## config.mk

```make
export PLATFORM = sky130hd
export DESIGN_NAME = scrambler_par
export DESIGN_NICKNAME = d
export VERILOG_FILES = /design/src/rtl/scrambler_par.sv
export SDC_FILE = /design/constraint.sdc
export NUM_CORES = 1
export LEC_CHECK = 0
export BUFFER_PORTS_ARGS = -buffer_cell sky130_fd_sc_hd__clkbuf_2
export CAP_MARGIN = 5
export CORE_MARGIN = 2
export CORE_UTILIZATION = 48
export CTS_BUF_LIST = sky130_fd_sc_hd__clkbuf_8
export CTS_CLUSTER_DIAMETER = 100
export DETAILED_ROUTE_END_ITERATION = 16
export PLACE_DENSITY = 0.84
export SLEW_MARGIN = 20
export SYNTH_ARGS = -nofsm -noshare
export SYNTH_HDL_FRONTEND = slang
export SYNTH_SLANG_ARGS = --single-unit
```

## constraint.sdc

```tcl
create_clock -name clk -period 1.52 [get_ports clk]
set_clock_uncertainty 0.05 [all_clocks]
set_input_delay 0.304 -clock clk [delete_from_list [all_inputs] [get_ports clk]]
set_output_delay 0.304 -clock clk [all_outputs]
set_load 0.005 [all_outputs]
```

## src/rtl/scrambler_par.sv

```systemverilog
// Parametrised LFSR scrambler/descrambler processing DATA_W bits per clock, MSB first.
// Supports additive or self-synchronising operation and an optional automatic per-frame reseed.
module scrambler_par #(
    parameter int                LFSR_W    = 7,
    parameter logic [LFSR_W-1:0] POLY      = 7'h48,
    parameter int                DATA_W    = 8,
    parameter int                MODE      = 0,
    parameter int                FRAME_LEN = 0
) (
    input  logic              clk,
    input  logic              rst_n,
    input  logic [LFSR_W-1:0] seed,
    input  logic              load,
    input  logic              descramble,
    input  logic [DATA_W-1:0] din,
    input  logic              din_valid,
    output logic [DATA_W-1:0] dout,
    output logic              dout_valid,
    output logic              dout_sof,
    output logic              seed_err
);

    localparam int                CNT_W    = (FRAME_LEN > 1) ? $clog2(FRAME_LEN) : 1;
    localparam logic [CNT_W-1:0]  CNT_LAST = (FRAME_LEN > 0) ? CNT_W'(FRAME_LEN - 1) : '0;
    localparam logic [LFSR_W-1:0] ONES     = '1;

    logic [LFSR_W-1:0] s;
    logic [LFSR_W-1:0] s_step;
    logic [LFSR_W-1:0] seed_fix;
    logic [DATA_W-1:0] word_step;
    logic [CNT_W-1:0]  cnt;
    logic              sof_pending;
    logic              self_sync_rx;
    logic              seed_zero;
    logic              accept;
    logic              frame_end;
    logic              fb;
    logic              ob;
    logic              nb;

    // Handshake: a word is accepted when din_valid=1 and load=0; there is no backpressure,
    // and each accepted word yields dout_valid exactly one clock later.
    assign accept = din_valid && !load;

    // An all-zero state would lock the LFSR, except on a self-synchronising receiver
    // whose state is refilled from the line.
    assign self_sync_rx = (MODE == 1) && descramble;
    assign seed_zero    = (seed == '0) && !self_sync_rx;
    assign seed_fix     = seed_zero ? ONES : seed;

    assign frame_end = (FRAME_LEN > 0) && accept && (cnt == CNT_LAST);

    // DATA_W chained single-bit steps, unrolled within one cycle.
    always_comb begin
        s_step    = s;
        word_step = '0;
        fb        = 1'b0;
        ob        = 1'b0;
        nb        = 1'b0;
        for (int i = DATA_W - 1; i >= 0; i--) begin
            fb           = ^(s_step & POLY);
            ob           = din[i] ^ fb;
            word_step[i] = ob;
            if (MODE == 0) begin
                nb = fb;
            end else if (self_sync_rx) begin
                nb = din[i];
            end else begin
                nb = ob;
            end
            s_step = {s_step[LFSR_W-2:0], nb};
        end
    end

    always_ff @(posedge clk or negedge rst_n) begin
        if (!rst_n) begin
            s           <= ONES;
            dout        <= '0;
            dout_valid  <= 1'b0;
            dout_sof    <= 1'b0;
            seed_err    <= 1'b0;
            cnt         <= '0;
            sof_pending <= 1'b1;
        end else begin
            dout_valid <= accept;
            dout_sof   <= accept && sof_pending;
            seed_err   <= load && seed_zero;
            if (accept) begin
                dout <= word_step;
            end
            if (load) begin
                s           <= seed_fix;
                cnt         <= '0;
                sof_pending <= 1'b1;
            end else if (accept) begin
                // The last word of a frame is scrambled with the running state, then the LFSR restarts.
                if (frame_end) begin
                    s           <= seed_fix;
                    cnt         <= '0;
                    sof_pending <= 1'b1;
                end else begin
                    s           <= s_step;
                    sof_pending <= 1'b0;
                    if (FRAME_LEN > 0) begin
                        cnt <= cnt + 1'b1;
                    end
                end
            end
        end
    end

endmodule

```

==> summary.md, run 1 <==
| Metric | Value |
|---|---|
| Outcome | `completed` |
| Synth cell count leaders | `sky130_fd_sc_hd__nand2_1 (13), sky130_fd_sc_hd__dfrtp_1 (11), sky130_fd_sc_hd__dfstp_2 (8), sky130_fd_sc_hd__xor2_1 (8)` |
| Synthesized-area fraction occupied by xor and xnor cells | `just under 20%` |
| Number of global-route vias before repair | `about 730` |
| Level count of the clock H-tree | `1` |
| Most area-consuming cells after synthesis | `sky130_fd_sc_hd__dfrtp_1 (29%), sky130_fd_sc_hd__dfstp_2 (22%), sky130_fd_sc_hd__xor2_1 (7.3%), sky130_fd_sc_hd__xnor2_1 (5.4%), sky130_fd_sc_hd__nand2_1 (5.1%)` |
| Cell count of the worst hold path | `2` |
| Cell at the root of the clock tree | `sky130_fd_sc_hd__clkbuf_8` |
| HPWL after DPL | `roughly 1300 um` |
| Area of combinational cells with multiple inputs | `roughly 450 sq um` |
| Worst voltage drop across the vdd grid | `between 700 and 800 uV` |
| Complex-gate fraction of the synthesized area | `between 10 and 15%` |
| ANT cells | `0` |
| Sw frac | `roughly 29%` |
| CP Max Fanout | `4` |
| Total number of yosys warnings | `0` |
| Net count of the finished layout | `142` |
| Initial core utilization | `about half` |
| Share of the synthesized area in the top cell type | `28.5%` |
| Clk network pwr share | `21.5%` |
| Post-route DRC violation count | `0` |
| Syn Area/Cell | `about 11 sq um` |
| Total Wirelength | `1820 um` |
| Sequential share of power | `46.2%` |
| Portion of total power attributed to combinational logic | `32.3%` |
| Synth cell types | `25` |
| I/O pins | `31` |
| Fraction of layout instances using a drive strength above 1 | `approximately two fifths` |
| Crit path launch type | `flop` |
| Fraction of the mapped netlist area in adder cells | `0%` |
| CP endpoint kind | `flop` |
| Final std cell area, no fill | `1210 sq um` |
| Leakage dissipation | `0.602 nW` |
| Dominant register cell in the synthesized netlist | `sky130_fd_sc_hd__dfrtp_1` |
| Placed cell area | `1150 sq um` |
| Die Width | `48.8 um` |
| First-pass iteration count of the detailed router | `4` |
| Max capacitance violation total | `0` |
| Cell area after technology mapping | `965 sq um` |
| GR Overflow Total | `0` |
| Later-pin clock latency in the skew report | `0.25 ns` |
| Most frequently used cell type in the post-synthesis netlist | `sky130_fd_sc_hd__nand2_1` |
| Register cell area after layout | `between 400 and 500 sq um` |
| Vertical die dimension | `around 50 um` |
| Area of the placeable core | `1920 sq um` |
| Number of sinks handled by clock tree synthesis | `19` |
| Final setup TNS | `0 ns` |
| Clock-pin slew on the worst setup and hold paths | `0.07 ns` |
| Site Rows | `16` |
| Power per cell area | `1290 nW/um^2` |
| Total via count in the routed design | `718` |
| CP Data Arrival Time | `1.59 ns` |
| Worst-Margin Slew | `0.461 ns` |
| Required arrival time at the worst endpoint | `between 1.5 and 2 ns` |
| DRT antenna net count | `0` |
| Final max-slew violation count | `0` |
| Total die area | `2380 sq um` |
| R2r setup slk | `0.04 ns` |
| Number of gates resized after CTS | `0` |
| Net count of the mapped netlist | `108` |
| Worst setup path category | `flop to flop` |
| Tmin final | `1.48 ns` |
| Last weighted congestion value of the routability-driven placer | `0.788` |
| Worst Reg-to-Reg Cells | `3` |
| Number of antenna violations at the first check in global routing | `0` |
| Worst-case headroom to the max-slew limit | `between 60% and 70%` |
| Setup repair after global routing missed its margin | `false` |
| Pin count of the biggest net entering global routing | `22` |
| Number of filler cells placed in the layout | `between 150 and 200` |
| Number of standard cells after synthesis | `88` |
| Post-synth EDFFs | `0` |
| Post-synth top area cell | `sky130_fd_sc_hd__dfrtp_1` |
| Internal power | `1.10 mW` |
| Hold Vio Cnt, Final | `0` |
| Sequential element share of the synthesized area | `50.3%` |
| Main combinational cell family by area after synthesis | `XOR/XNOR gates` |
| Post-synthesis mux area share | `3.11%` |
| Yosys reg bits | `19` |
| Vias per inst | `4.85` |
| Layout overhead on the synthesized area | `25.2%` |
| Total clock buffers created by CTS | `3` |
| Fraction of the mapped netlist area in simple logic gates | `11.3%` |
| Share of flip-flops with an asynchronous set or reset after synthesis | `100%` |
| Net switching power | `0.459 mW` |
| Crit share post-route | `97.2%` |
| Setup-violating endpoint count in the final report | `0` |
| Achievable clock frequency | `0.677 GHz` |
| Routed length per placed instance | `12.3 um` |
| Worst-case clock buffer depth | `2` |
| Post-CTS setup repair buffer count | `0` |
| Global-route wire length before repair | `3190 um` |
| Hold buffer count at CTS | `1` |
| Initial detailed-routing violation count | `8` |
| Total track usage | `17.4%` |
| Count of input and output buffers | `29` |
| CTS tree | `built` |
| Type of the most critical hold path | `primary input to flop` |
state kept, by name, summed over array words and instances (netlist names):
| name | cells |
|---|---|
| sof_pending | 1 |
| seed_err | 1 |
| dout | 8 |
| s | 7 |
| dout_sof | 1 |
| dout_valid | 1 |
cells in the final DEF (no fill, tap or decap), drive strengths merged:
cell type | Yosys | routed
buf | 2 | 4
nor4 | 1 | 1
xnor2 | 6 | 6
xor2 | 8 | 8
nand2 | 13 | 13
nand3 | 1 | 1
nor2b | 1 | 1
xnor3 | 3 | 3
clkbuf | 3 | 32
dfrtp | 11 | 11
a2bb2oi | 1 | 1
o211ai | 6 | 6
dlygate4sd3 | 0 | 1
dfstp | 8 | 8
nand2b | 1 | 1
inv | 2 | 3
mux2i | 3 | 3
and3 | 1 | 1
o21ai | 8 | 8
a21oi | 3 | 3
o21bai | 1 | 1
nor3b | 3 | 3
nor2 | 2 | 2
critical path, cell delays in order, from the launching register on:
cell	delay, ns
sky130_fd_sc_hd__dfstp_2	0.57
sky130_fd_sc_hd__xnor3_1	0.43
sky130_fd_sc_hd__xor2_1	0.17
sky130_fd_sc_hd__o21ai_0	0.18
metrics by stage:
stage | util (%) | hold slack (ns) | total power, mW | cells | worst slack (ns)
after floorplan | - | -0.0416 | 1.05 | 88 | 0.151
after global placement | 60.0 | 0.218 | 1.20 | 143 | 0.149
after detailed placement | 60.0 | 0.228 | 1.23 | 143 | 0.105
after CTS | 62.8 | 0.237 | 1.58 | 148 | 0.0361
after global routing | 62.8 | 0.255 | 1.66 | 148 | 0.0162
final | 62.8 | 0.241 | 1.56 | 148 | 0.0429
per-layer routing:
| metal | part of all wire [%] | up-vias | global-route usage [%] |
|---|---|---|---|
| li1 | - | 367 | - |
| met1 | 43 | 329 | 21.6 |
| met2 | 51 | 18 | 29.5 |
| met3 | 3.9 | 4 | 2.15 |
| met4 | 1.7 | 0 | 9.52 |
| met5 | 0 | - | 0 |
power groups by stage:
stage                     clock network (mW)  logic (mW)  registers [mW]
final                                  0.336       0.503           0.719
after global routing                   0.367       0.559           0.738
after CTS                              0.342       0.513           0.722
after detailed placement                   0       0.500           0.731
after global placement                     0       0.484           0.720
after floorplan                            0       0.329           0.723
cell type report:
class                      count  share of cell area (%)
clock buffer                   3                    3.42
multi-input combinational     62                    37.3
tap                           27                    2.80
sequential                    19                    40.2
clock inverter                 1                   0.311
timing repair buffer          34                    15.3
inverter                       2                   0.622
path summary, 6_finish.rpt:
check	startpoint	end
max in group asynchronous	rst_n	s[5]$_DFFE_PN1P_
min in group asynchronous	rst_n	dout[4]$_DFFE_PN0P_
max reg2reg	s[2]$_DFFE_PN1P_	dout[2]$_DFFE_PN0P_
min	load	sof_pending$_DFFE_PN1P_
max	s[2]$_DFFE_PN1P_	dout[2]$_DFFE_PN0P_
min reg2reg	dout[1]$_DFFE_PN0P_	dout[1]$_DFFE_PN0P_
logic make-up after synthesis:
logic type	after synthesis
and+or+nand+nor	23
AOI/OAI and AO/OA	19
DFF	19
xor gates and xnor gates	17
buffers and inverters	7
muxes	3
Power figures use the tool's default switching activity.
==> run 2, diff against run 1 <==
--- a/config.mk
+++ b/config.mk
@@ -8,11 +8,11 @@
 export BUFFER_PORTS_ARGS = -buffer_cell sky130_fd_sc_hd__clkbuf_2
 export CAP_MARGIN = 5
 export CORE_MARGIN = 2
-export CORE_UTILIZATION = 48
+export CORE_UTILIZATION = 35
 export CTS_BUF_LIST = sky130_fd_sc_hd__clkbuf_8
 export CTS_CLUSTER_DIAMETER = 100
 export DETAILED_ROUTE_END_ITERATION = 16
-export PLACE_DENSITY = 0.84
+export PLACE_DENSITY = 0.67
 export SLEW_MARGIN = 20
 export SYNTH_ARGS = -nofsm -noshare
 export SYNTH_HDL_FRONTEND = slang
==> summary.md, run 2 (synthesis gave the netlist of run 1 again) <==
| Metric | Value |
|---|---|
| First-pass iteration count of the detailed router | `4` |
| Final std cell area, no fill | `between 1000 and 1500 sq um` |
| Post-route DRC violation count | `0` |
| Max incr delay on CP | `approximately 0.6 ns` |
| Register cell area after layout | `485 sq um` |
| Sequential share of power | `46.7%` |
| Required arrival time at the worst endpoint | `1.61 ns` |
| Net count of the finished layout | `141` |
| Number of global-route vias before repair | `a little over 700` |
| Setup-violating endpoint count in the final report | `0` |
| Total track usage | `between 10% and 20%` |
| Power per cell area | `1290 nW/um^2` |
| Vias per inst | `between 4 and 5` |
| Final setup TNS | `0 ns` |
| Portion of total power attributed to combinational logic | `between 30% and 40%` |
| Total die area | `3190 sq um` |
| Final worst slack | `0.0872 ns` |
| Area of the placeable core | `2690 sq um` |
| Worst setup path category | `flop to flop` |
| Later-pin clock latency in the skew report | `0.26 ns` |
| Sw frac | `between 20% and 30%` |
| Setup WS pre-CTS | `around 0.085 ns` |
| CP Data Arrival Time | `about 1.5 ns` |
| CP endpoint kind | `flop` |
| Number of sinks handled by clock tree synthesis | `19` |
| Level count of the clock H-tree | `1` |
| Number of antenna violations at the first check in global routing | `0` |
| Worst hold-check slack | `roughly 0.23 ns` |
| Area of combinational cells with multiple inputs | `around 450 sq um` |
| Vertical die dimension | `56.5 um` |
| Final max-slew violation count | `0` |
| Achievable clock frequency | `0.698 GHz` |
| Final core utilization | `44.9%` |
| Type of the most critical hold path | `primary input to flop` |
| Register ranked first by flip-flop count | `dout` |
| Crit share post-route | `94.3%` |
| GR Overflow Total | `0` |
| Number of filler cells placed in the layout | `277` |
| Count of input and output buffers | `29` |
| Initial detailed-routing violation count | `4` |
| DRT antenna net count | `0` |
| Cell chain of the critical path | `xnor3_2 > xor2_1 > o21ai_2` |
| Worst-case clock buffer depth | `2` |
| CTS tree | `built` |
| Initial core utilization | `35.9%` |
| Global-route wire length before repair | `3280 um` |
| HPWL after DPL | `~1400 um` |
| Total clock buffers created by CTS | `3` |
| Placed cell area | `about 1100 sq um` |
| Setup repair after global routing missed its margin | `false` |
| Last weighted congestion value of the routability-driven placer | `between 0.7 and 0.8` |
| Fraction of layout instances using a drive strength above 1 | `a little under two fifths` |
| ANT cells | `0` |
| Total via count in the routed design | `704` |
| Commonest non-fill, non-tap cell in the layout | `sky130_fd_sc_hd__clkbuf_2` |
| Clock-pin slew on the worst setup and hold paths | `about 0.070 ns` |
| Max capacitance violation total | `0` |
| Tmin final | `about 1.4 ns` |
| Worst-Margin Slew | `0.475 ns` |
| Pin count of the biggest net entering global routing | `22` |
| Layout overhead on the synthesized area | `24.9%` |
| Leakage dissipation | `between 0.5 and 0.6 nW` |
| Largest registers ranked by flip-flop count | `dout x8, s x7` |
| Clk network pwr share | `22.3%` |
| CP Max Fanout | `4` |
| Net switching power | `around 0.46 mW` |
| Routed length per placed instance | `12.9 um` |
| Hold Vio Cnt, Final | `0` |
| Worst-case headroom to the max-slew limit | `between 60% and 70%` |
| Worst voltage drop across the vdd grid | `approximately 630 uV` |
| Crit path launch type | `flop` |
| Top library cells by usage in the layout, fill and taps aside | `sky130_fd_sc_hd__clkbuf_2 (29), sky130_fd_sc_hd__nand2_1 (13), sky130_fd_sc_hd__dfrtp_1 (11)` |
| Site Rows | `19` |
| Cell with the largest stage delay on the worst path | `sky130_fd_sc_hd__dfstp_2` |
| Outcome | `completed` |
| Cell at the root of the clock tree | `sky130_fd_sc_hd__clkbuf_8` |
| I/O pins | `31` |
| Die Width | `56.5 um` |
| Internal power | `approximately 1.1 mW` |
| Number of flip-flops in the largest register | `8` |
| Number of gates resized after CTS | `0` |
| Total Wirelength | `1960 um` |
[run 2: path summary, 6_finish.rpt]
kind / from / end / slack [ns] / cells after the start
max: s[0]$_DFFE_PN1P_ / dout[1]$_DFFE_PN0P_ / 0.09 / 3
min: seed[4] / s[4]$_DFFE_PN1P_ / 0.23 / 3
max reg2reg: s[0]$_DFFE_PN1P_ / dout[1]$_DFFE_PN0P_ / 0.09 / 3
min reg2reg: sof_pending$_DFFE_PN1P_ / sof_pending$_DFFE_PN1P_ / 0.43 / 2
max in group asynchronous: rst_n / s[2]$_DFFE_PN1P_ / 0.59 / 2
min in group asynchronous: rst_n / dout_sof$_DFF_PN0_ / 0.48 / 2
[run 2: final cells by class]
cell class / instances / share of cell area (%)
timing repair buffer: 33 / 14.7
sequential: 19 / 40.3
clock buffer: 3 / 3.43
multi-input combinational: 62 / 37.4
clock inverter: 1 / 0.312
tap: 31 / 3.22
inverter: 2 / 0.623
[run 2: metrics by stage]
| stage | total power, mW | cells |
|---|---|---|
| 5_1_grt | 1.67 | 151 |
| 2_1_floorplan | 1.05 | 88 |
| 4_1_cts | 1.58 | 151 |
| 6_report | 1.55 | 151 |
| 3_5_place_dp | 1.23 | 146 |
| 3_3_place_gp | 1.21 | 146 |
[run 2: critical path, delay by kind of cell, from the launching register on]
kind | cells | cell delay [ns]
xor gates and xnor gates | 2 | 0.62
DFF | 1 | 0.59
AOI/OAI and AO/OA | 1 | 0.06
[run 2: per-layer routing]
metal	share of wire, %	wire length, um	up-vias	global-route usage [%]
met4	2.7	53	0	8.16
met1	47	922	318	17.2
met3	4.5	87	5	1.84
li1	-	-	360	-
met5	0	0	-	0
met2	46	892	21	21.4
[run 2: timing repair]
item	in CTS	in global routing
hold buffers	1	0
hold endpoints to repair	11	0
setup buffers	0	0
[run 2: power groups by stage]
stage / clock [mW] / sequential, mW / combinational (mW)
2_1_floorplan: 0 / 0.723 / 0.329
3_3_place_gp: 0 / 0.728 / 0.479
3_5_place_dp: 0 / 0.737 / 0.489
4_1_cts: 0.362 / 0.729 / 0.493
5_1_grt: 0.383 / 0.741 / 0.543
6_report: 0.346 / 0.726 / 0.481
